## src/rtl/con_port_seq_pkg.sv

```systemverilog
// Shared constants and state encoding for the data-memory console port sequencer.
package con_port_seq_pkg;

    localparam int unsigned DATAMEM_BITS = 10;
    localparam int unsigned WORD_WIDTH   = 32;
    localparam int unsigned CPS_ADDR_W   = DATAMEM_BITS + 1;
    localparam int unsigned CPS_WORD_W   = WORD_WIDTH;

    localparam logic       OP_DUMP    = 1'b0;
    localparam logic       OP_LOAD    = 1'b1;
    localparam logic [3:0] CON_WE_ALL = 4'hF;

    typedef enum logic [2:0] {
        ST_IDLE    = 3'd0,
        ST_LOAD    = 3'd1,
        ST_D_ISSUE = 3'd2,
        ST_D_WAIT  = 3'd3,
        ST_D_HOLD  = 3'd4,
        ST_FIN     = 3'd5
    } state_t;

endpackage

```

## src/rtl/con_port_seq.sv

```systemverilog
// Console port sequencer: streams LOAD words into DATAMEM or DUMPs words out
// through a valid/ready handshake, one command at a time.
module con_port_seq
    import con_port_seq_pkg::*;
#(
    parameter int unsigned ADDR_W = CPS_ADDR_W,
    parameter int unsigned WORD_W = CPS_WORD_W,
    parameter int unsigned RD_LAT = 1
) (
    input  logic              CLK,
    input  logic              rst,
    input  logic              cmd_valid,
    output logic              cmd_ready,
    input  logic              cmd_op,
    input  logic [ADDR_W-1:0] cmd_base,
    input  logic [ADDR_W:0]   cmd_count,
    input  logic              wr_valid,
    input  logic [WORD_W-1:0] wr_data,
    output logic              wr_ready,
    output logic              rd_valid,
    output logic [WORD_W-1:0] rd_data,
    output logic [ADDR_W-1:0] rd_addr,
    input  logic              rd_ready,
    output logic              busy,
    output logic              done,
    output logic [3:0]        con_write,
    output logic [ADDR_W-1:0] con_addr,
    output logic [WORD_W-1:0] con_in,
    input  logic [WORD_W-1:0] con_out
);

    state_t              state_q, state_d;
    logic [ADDR_W-1:0]   ptr_q;
    logic [ADDR_W:0]     rem_q;
    logic [1:0]          wait_q;
    logic [ADDR_W-1:0]   con_addr_q;
    logic                cmd_fire, wr_fire, rd_fire, last_word;

    assign cmd_ready = (state_q == ST_IDLE);
    assign wr_ready  = (state_q == ST_LOAD);
    assign busy      = (state_q != ST_IDLE);
    assign done      = (state_q == ST_FIN);

    assign cmd_fire  = cmd_valid && cmd_ready;
    assign wr_fire   = wr_valid && wr_ready;
    assign rd_fire   = rd_ready && (state_q == ST_D_HOLD);
    assign last_word = (rem_q == (ADDR_W+1)'(1));

    // Console writes are combinational so each LOAD handshake writes in its own cycle.
    assign con_write = wr_fire ? CON_WE_ALL : 4'h0;
    assign con_in    = wr_fire ? wr_data : '0;
    assign con_addr  = (wr_fire || state_q == ST_D_ISSUE) ? ptr_q : con_addr_q;

    always_ff @(posedge CLK) begin
        if (rst) state_q <= ST_IDLE;
        else     state_q <= state_d;
    end

    always_comb begin
        state_d = state_q;
        case (state_q)
            ST_IDLE: begin
                if (cmd_fire) begin
                    if (cmd_count == '0)      state_d = ST_FIN;
                    else if (cmd_op == OP_LOAD) state_d = ST_LOAD;
                    else                        state_d = ST_D_ISSUE;
                end
            end
            ST_LOAD:    if (wr_fire && last_word) state_d = ST_FIN;
            ST_D_ISSUE: state_d = ST_D_WAIT;
            ST_D_WAIT:  if (wait_q == 2'd0) state_d = ST_D_HOLD;
            ST_D_HOLD:  if (rd_fire) state_d = last_word ? ST_FIN : ST_D_ISSUE;
            ST_FIN:     state_d = ST_IDLE;
            default:    state_d = ST_IDLE;
        endcase
    end

    // Pointer/remaining count, read-latency counter and DUMP output register.
    always_ff @(posedge CLK) begin
        if (rst) begin
            ptr_q      <= '0;
            rem_q      <= '0;
            wait_q     <= 2'd0;
            con_addr_q <= '0;
            rd_valid   <= 1'b0;
            rd_data    <= '0;
            rd_addr    <= '0;
        end else begin
            case (state_q)
                ST_IDLE: begin
                    if (cmd_fire) begin
                        ptr_q <= cmd_base;
                        rem_q <= cmd_count;
                    end
                end
                ST_LOAD: begin
                    if (wr_fire) begin
                        con_addr_q <= ptr_q;
                        ptr_q      <= ptr_q + ADDR_W'(1);
                        rem_q      <= rem_q - (ADDR_W+1)'(1);
                    end
                end
                ST_D_ISSUE: begin
                    con_addr_q <= ptr_q;
                    wait_q     <= 2'(RD_LAT - 1);
                end
                ST_D_WAIT: begin
                    if (wait_q == 2'd0) begin
                        rd_data  <= con_out;
                        rd_addr  <= ptr_q;
                        rd_valid <= 1'b1;
                    end else begin
                        wait_q <= wait_q - 2'd1;
                    end
                end
                ST_D_HOLD: begin
                    if (rd_fire) begin
                        rd_valid <= 1'b0;
                        ptr_q    <= ptr_q + ADDR_W'(1);
                        rem_q    <= rem_q - (ADDR_W+1)'(1);
                    end
                end
                default: ;
            endcase
        end
    end

endmodule
```

## config.mk

```make
export PLATFORM = sky130hd
export DESIGN_NAME = con_port_seq
export DESIGN_NICKNAME = d
export VERILOG_FILES = /design/src/rtl/con_port_seq_pkg.sv /design/src/rtl/con_port_seq.sv
export SDC_FILE = /design/constraint.sdc
export NUM_CORES = 1
export LEC_CHECK = 0
export ABC_AREA = 1
export CAP_MARGIN = 25
export CORE_MARGIN = 3
export CORE_UTILIZATION = 35
export DETAILED_ROUTE_END_ITERATION = 8
export GPL_ROUTABILITY_DRIVEN = 1
export PLACE_DENSITY = 0.69
export SYNTH_ARGS = -nofsm -noshare
export SYNTH_HDL_FRONTEND = slang
export SYNTH_SLANG_ARGS = --single-unit
```

## constraint.sdc

```tcl
create_clock -name CLK -period 5.05 [get_ports CLK]
set_input_delay 1.2625 -clock CLK [delete_from_list [all_inputs] [get_ports CLK]]
set_output_delay 1.2625 -clock CLK [all_outputs]
set_load 0.05 [all_outputs]
```

==> results of run 1 <==
==> layer usage <==
metal  vias to the layer above  share of wire  track usage
met4                         0          0.012       0.0420
met2                       185           0.49        0.338
met5                         -              0            0
met1                      2140           0.42        0.241
met3                        11          0.079       0.0420
li1                       2410              -            -
==> final timing paths <==
check | start | end | slack [ns] | cells after the start
worst max register to register | state_q[0] | rd_data[12] | 2.81 | 6
worst min register to register | wait_q[0] | wait_q[0] | 0.43 | 1
worst min-delay path | wait_q[0] | wait_q[0] | 0.43 | 1
worst max-delay path | wr_valid | con_in[10] | 0.51 | 6
==> synth_stat cells, drive strengths merged <==
| library cell | count | area [um^2] |
|---|---|---|
| o22ai | 2 | 12.5 |
| o21ai | 40 | 200 |
| inv | 86 | 323 |
| dfxtp | 83 | 1660 |
| clkbuf | 17 | 63.8 |
| nor2 | 90 | 372 |
| buf | 22 | 135 |
| nor3 | 2 | 10.0 |
| nand4 | 2 | 18.8 |
| ha | 4 | 50.1 |
| nand2 | 167 | 659 |
| o211ai | 3 | 22.5 |
| xnor2 | 1 | 8.76 |
| nand3 | 68 | 350 |
| a21oi | 71 | 355 |
| nand3b | 3 | 22.5 |
| or2 | 3 | 18.8 |
==> cell families (layout without fill, tap and decap cells) <==
logic type               Yosys count  after routing  synth area share
XOR/XNOR                           1              1           0.00204
buffers and inverters            125            292             0.122
flip-flops                        83             83             0.388
AO/OA/AOI/OAI                    116            116             0.138
AND/OR/NAND/NOR                  335            335             0.339
adder cells (fa/ha/maj)            4              4            0.0117
==> report_power, final <==
| part | internal (mW) | switching (mW) |
|---|---|---|
| Clock | 0.450 | 0.270 |
| Combinational | 0.728 | 1.25 |
| Sequential | 0.800 | 0.110 |
==> sequential cells by signal, indices dropped and copies added (netlist names) <==
signal      count
rd_data        32
con_addr_q     11
rem_q          12
wait_q          2
rd_valid        1
rd_addr        11
state_q         3
ptr_q          11
==> cell type report <==
class                           count  area, um^2
Multi-Input combinational cell    456        2100
Clock buffer                       11         243
Fill cell                        1106        5120
Tap cell                          143         179
Timing Repair Buffer              190        1990
Clock inverter                      5        85.1
Sequential cell                    83        1660
Inverter                           86         323
==> worst register-to-register path, cell delays in order (launching register included) <==
cell                      delay [ns]
sky130_fd_sc_hd__dfxtp_1        0.44
sky130_fd_sc_hd__nand2_1        0.16
sky130_fd_sc_hd__nor2_4         0.80
sky130_fd_sc_hd__nand2_1        0.16
sky130_fd_sc_hd__buf_4          0.32
sky130_fd_sc_hd__nand2_1        0.14
sky130_fd_sc_hd__a21oi_1        0.07
==> impl_metrics.csv, run 1 <==
group,metric,value,unit
outcome,outcome,"completed",
cells_and_area,area_growth_syn_to_layout,53.7,%
place,gp_routability_congestion,0.860,
power_and_ir_drop,peakVddDrop,0.643,mV
logic_synthesis,synth_warnings,0,
critical_path,worst_path_max_delay_cell,"sky130_fd_sc_hd__clkdlybuf4s50_1",
sta,finalSetupViolations,0,
grt,groute.usage.overall,0.192,
detailed_routing,drtAntennaViolNets,0,
critical_path,cell_repeated_most_along_the_worst_path,"sky130_fd_sc_hd__clkdlybuf4s50_1",
critical_path,timing.critical_path.arrival,3.28,ns
cells_and_area,layout.cells.non_filler,974,
clock_network,hold_buffers,0,
sta,timing.final.hold_violations,0,
sta,achievable-frequency,0.220,GHz
clock_network,clk_root_buffer_cell,"sky130_fd_sc_hd__clkbuf_16",
critical_path,critPathTopFamily,"buffers and inverters",
detailed_routing,detail_route.wl_per_cell,14.0,um
cells_and_area,drive_gt1_frac,0.0662,
critical_path,cp_bufs_invs,3,
floorplanning,core-area,11700,um^2
floorplanning,die_width,117,um
logic_synthesis,synth.lib_cells_used.distinct,28,
clock_network,cts_tree,"built",
sta,fin_worst_hold_slack,0.428,ns
place,placedInstanceArea,6260,um^2
place,place_worst_setup_slack,0.474,ns
power_and_ir_drop,total_leakage_power,2.75,nW
floorplanning,die_h,117,um
clock_network,clk-insertion-delay-late,0.33,ns
critical_path,timing_worst_setup_path_type,"in -> out",
logic_synthesis,postSynthNetCount,761,
power_and_ir_drop,finalPower,3.61,mW
grt,grt_remaining_overflow,0,
logic_synthesis,synthesis.instances,664,
critical_path,cp-end-kind,"output port",
critical_path,crit_path_max_fanout,33,
sta,relSlewSlack,0.316,
detailed_routing,total_wirelength,13600,um
sta,final.period_utilization,0.899,
cells_and_area,final_cell_mix,"sky130_fd_sc_hd__clkdlybuf4s50_1, sky130_fd_sc_hd__nand2_1, sky130_fd_sc_hd__nor2_1, sky130_fd_sc_hd__dfxtp_1, sky130_fd_sc_hd__inv_1",
clock_network,clock_tree.htree_level_count,3,
detailed_routing,dr.first_iter.drc_count,305,
cells_and_area,fin_nets,923,
grt,first_global_vias,4381,
sta,grt_setup_unrepaired,"no",
logic_synthesis,synth.cell_area,4280,um^2
sta,worst_pin_slew,1.02,ns
detailed_routing,drt_pass1_iterations,5,
cells_and_area,n_antenna_cell,0,
logic_synthesis,synth-seq-cells,83,
logic_synthesis,ys_seq_area_frac,0.388,
sta,fin_skew,0.00516,ns
floorplanning,die_area,13600,um^2
clock_network,cts_sinks,83,
sta,period_minus_slack,4.54,ns
critical_path,start_kind,"input pin",
sta,max_slew_vio_count,0,
critical_path,cp_data_required_time,3.79,ns
place,port_buffers,187,
clock_network,worst_setup_hold_path_clk_slew,0.06,ns
sta,setup_ws,0.510,ns
clock_network,cts_resized,0,
place,detailedPlacementHpwl,10000,um
detailed_routing,drcViolationCount,0,
power_and_ir_drop,power_density,547,nW/um^2
place,placedCellCount,958,
grt,grt_start_max_net_pins,46,
clock_network,post_cts.repair.setup_buffers,0,
cells_and_area,layout.cell_area.non_filler,6590,um^2
grt,grt_antenna_before_repair,0,
critical_path,critical_path.cell_chain,"clkdlybuf4s50_1, nand2_1, nor2_2, inv_2, nor2_1, clkdlybuf4s50_1",
floorplanning,start_util,0.366,
floorplanning,design.portCount,188,
logic_synthesis,postSynthAreaPerCell,6.45,um^2
sta,setup_tns,0,ns
detailed_routing,routed_via_density,4.87,
min_path,type_of_the_worst_min_delay_path,"reg -> reg",
flow_run,drv.max_cap_violation_count,0,
clock_network,cts.path.max_buffers,2,
detailed_routing,routed-via-count,4746,
cells_and_area,post-route-util,0.562,
grt,grt_first_pass_wirelength,21100,um
clock_network,tritoncts.num_buffers,9,
floorplanning,placement_rows,39,
cells_and_area,commonest_non_fill_non_tap_cell_in_the_layout,"sky130_fd_sc_hd__clkdlybuf4s50_1",
critical_path,timing.critical_path.slowest_cell_delay,0.83,ns
Note: power is estimated with default switching activity, not from simulation.
==> run 2: changes to the inputs <==
CORE_MARGIN = 2   (was 3)
PLACE_DENSITY = 0.71   (was 0.69)
clock period = 3.75 ns   (was 5.05 ns; I/O delays follow)
==> run 2 against run 1 <==
  * Power grew 36%
  * First-iteration DRC count shrank 44%
  * Sequential cell count is the same
  * Clock-buffer cell count grew 1
  * Die area shrank 3.4%
  * Cell count grew 0.72%
  * Clock power grew 32%
  * Sequential share of layout area shrank 1.2 points
  * Clock skew grew 0.0013 ns
  * Critical endpoint is now con_addr[8]
  * Largest cell class is now buffers
==> impl_metrics.csv, run 2 (synthesis gave the netlist of run 1 again) <==
group,metric,value,unit
min_path,timing.hold.worst_endpoint,"wait_q[0]",
cells_and_area,final_cell_mix,"sky130_fd_sc_hd__nand2_1, sky130_fd_sc_hd__clkdlybuf4s50_1, sky130_fd_sc_hd__nor2_1, sky130_fd_sc_hd__dfxtp_1, sky130_fd_sc_hd__inv_1",
critical_path,cp-end-kind,"output port",
critical_path,reg2regPathDepth,9,
min_path,type_of_the_worst_min_delay_path,"reg -> reg",
grt,grt_start_max_net_pins,73,
sta,grt_setup_unrepaired,"no",
grt,grt_first_pass_wirelength,21300,um
critical_path,timing.critical_path.arrival,2.46,ns
cells_and_area,fin_nets,926,
sta,max_slew_vio_count,0,
floorplanning,die_h,115,um
detailed_routing,drt_pass1_iterations,4,
cells_and_area,largest_register_ff_count,32,
critical_path,start_kind,"input pin",
critical_path,timing_worst_setup_path_type,"in -> out",
flow_run,drv.max_cap_violation_count,0,
clock_network,cts_tree,"built",
cells_and_area,n_antenna_cell,0,
detailed_routing,detail_route.wl_per_cell,13.8,um
detailed_routing,total_wirelength,13500,um
clock_network,worst_setup_hold_path_clk_slew,0.06,ns
clock_network,cts_sinks,83,
cells_and_area,multi_input_comb_area,2100,um^2
sta,relSlewSlack,0.458,
grt,first_global_vias,4252,
detailed_routing,routed-via-count,4688,
sta,setup_tns,0,ns
cells_and_area,area_growth_syn_to_layout,61.6,%
grt,grt_antenna_before_repair,0,
floorplanning,die_area,13100,um^2
clock_network,clk_root_buffer_cell,"sky130_fd_sc_hd__clkbuf_16",
place,port_buffers,187,
floorplanning,die_width,115,um
cells_and_area,post-route-util,0.579,
detailed_routing,dr.first_iter.drc_count,170,
grt,grt_remaining_overflow,0,
detailed_routing,routed_via_density,4.78,
critical_path,cp_data_required_time,2.81,ns
power_and_ir_drop,power_density,709,nW/um^2
min_path,hold_start,"wait_q[0]",
floorplanning,start_util,0.358,
sta,finalSetupViolations,0,
critical_path,crit_path_max_fanout,22,
critical_path,r2r_slack,1.71,ns
sta,timing.final.hold_violations,0,
clock_network,clock_tree.htree_level_count,3,
outcome,outcome,"completed",
sta,final.period_utilization,0.905,
place,detailedPlacementHpwl,9900,um
cells_and_area,drive_gt1_frac,0.110,
critical_path,r2r-start,"state_q[1]",
grt,groute.usage.overall,0.205,
place,gp_routability_congestion,0.826,
cells_and_area,commonest_non_fill_non_tap_cell_in_the_layout,"sky130_fd_sc_hd__nand2_1",
sta,fin_skew,0.00650,ns
detailed_routing,drcViolationCount,0,
clock_network,post_cts.repair.setup_buffers,0,
cells_and_area,sequential_cell_area,1660,um^2
floorplanning,core-area,12000,um^2
floorplanning,placement_rows,40,
cells_and_area,num-fill-cells,1147,
power_and_ir_drop,peakVddDrop,0.696,mV
cells_and_area,leading_registers_by_flop_count,"rd_data x32, rem_q x12",
sta,period_minus_slack,3.40,ns
critical_path,r2r-end,"ptr_q[6]",
min_path,timing.hold.worst_path_depth,1,
clock_network,cts_resized,0,
cells_and_area,largest-register,"rd_data",
sta,achievable-frequency,0.295,GHz
sta,worst_pin_slew,0.814,ns
power_and_ir_drop,total_leakage_power,2.93,nW
clock_network,clk-insertion-delay-late,0.33,ns
clock_network,hold_buffers,0,
floorplanning,design.portCount,188,
clock_network,cts.path.max_buffers,2,
clock_network,tritoncts.num_buffers,9,
detailed_routing,drtAntennaViolNets,0,
[run 2: cell count changes in the layout (fill, tap and decap cells not counted), sizes merged]
cell,previous run,this run
clkinvlp,1,0
clkbuf,11,12
clkdlybuf4s50,173,139
clkinv,1,2
inv,87,86
buf,17,54
[run 2: cell type report]
| class | count | share of cell area |
|---|---|---|
| Sequential cell | 83 | 0.240 |
| Tap cell | 147 | 0.0266 |
| Timing Repair Buffer | 193 | 0.337 |
| Multi-Input combinational cell | 456 | 0.304 |
| Inverter | 86 | 0.0466 |
| Clock inverter | 4 | 0.0107 |
| Clock buffer | 12 | 0.0356 |
[run 2: metal layers]
metal / global-route usage / part of all wire / up-vias
li1: - / - / 2413
met1: 0.249 / 0.42 / 2109
met2: 0.349 / 0.48 / 153
met3: 0.0662 / 0.082 / 13
met4: 0.0520 / 0.018 / 0
met5: 0 / 0 / -
[run 2: power breakdown]
part / switching, mW / internal [mW]
Clock: 0.349 / 0.602
Sequential: 0.146 / 1.08
Combinational: 1.69 / 1.05
[run 2: per-stage QoR]
stage                     hold slack (ns)  worst slack, ns  area [um^2]  instances  power [mW]
final                               0.424            0.355         6920        981        4.91
after global routing                0.467            0.196         6920        981        5.25
after CTS                           0.428            0.353         6920        981        4.95
after detailed placement            0.419            0.363         6600        965        3.98
after global placement              0.411            0.421         6600        965        3.96
after floorplan                     0.403            0.681         4280        664        2.97
[run 2: worst max-delay path by stage]
stage	end	cells after the start	startpoint	slack, ns
final	con_addr[8]	9	wr_valid	0.35
after global routing	con_addr[10]	9	wr_valid	0.20
after floorplan	con_in[10]	5	wr_valid	0.68
after CTS	con_addr[8]	9	wr_valid	0.35
after detailed placement	con_addr[8]	9	wr_valid	0.36
after global placement	con_addr[6]	9	wr_valid	0.42
[run 2: worst max-delay path, stage by stage]
cell	delay, ns
sky130_fd_sc_hd__clkdlybuf4s50_1	0.45
sky130_fd_sc_hd__nand2_1	0.07
sky130_fd_sc_hd__nor2_2	0.12
sky130_fd_sc_hd__inv_2	0.06
sky130_fd_sc_hd__nand2_2	0.29
sky130_fd_sc_hd__nand2_1	0.09
sky130_fd_sc_hd__o21ai_0	0.14
sky130_fd_sc_hd__inv_1	0.13
sky130_fd_sc_hd__buf_12	0.16
==> run 3: changes to the inputs <==
CAP_MARGIN = 30   (was 25)
==> results of run 3 <==
No change in the layout: final DEF, timing and power equal those of run 2.
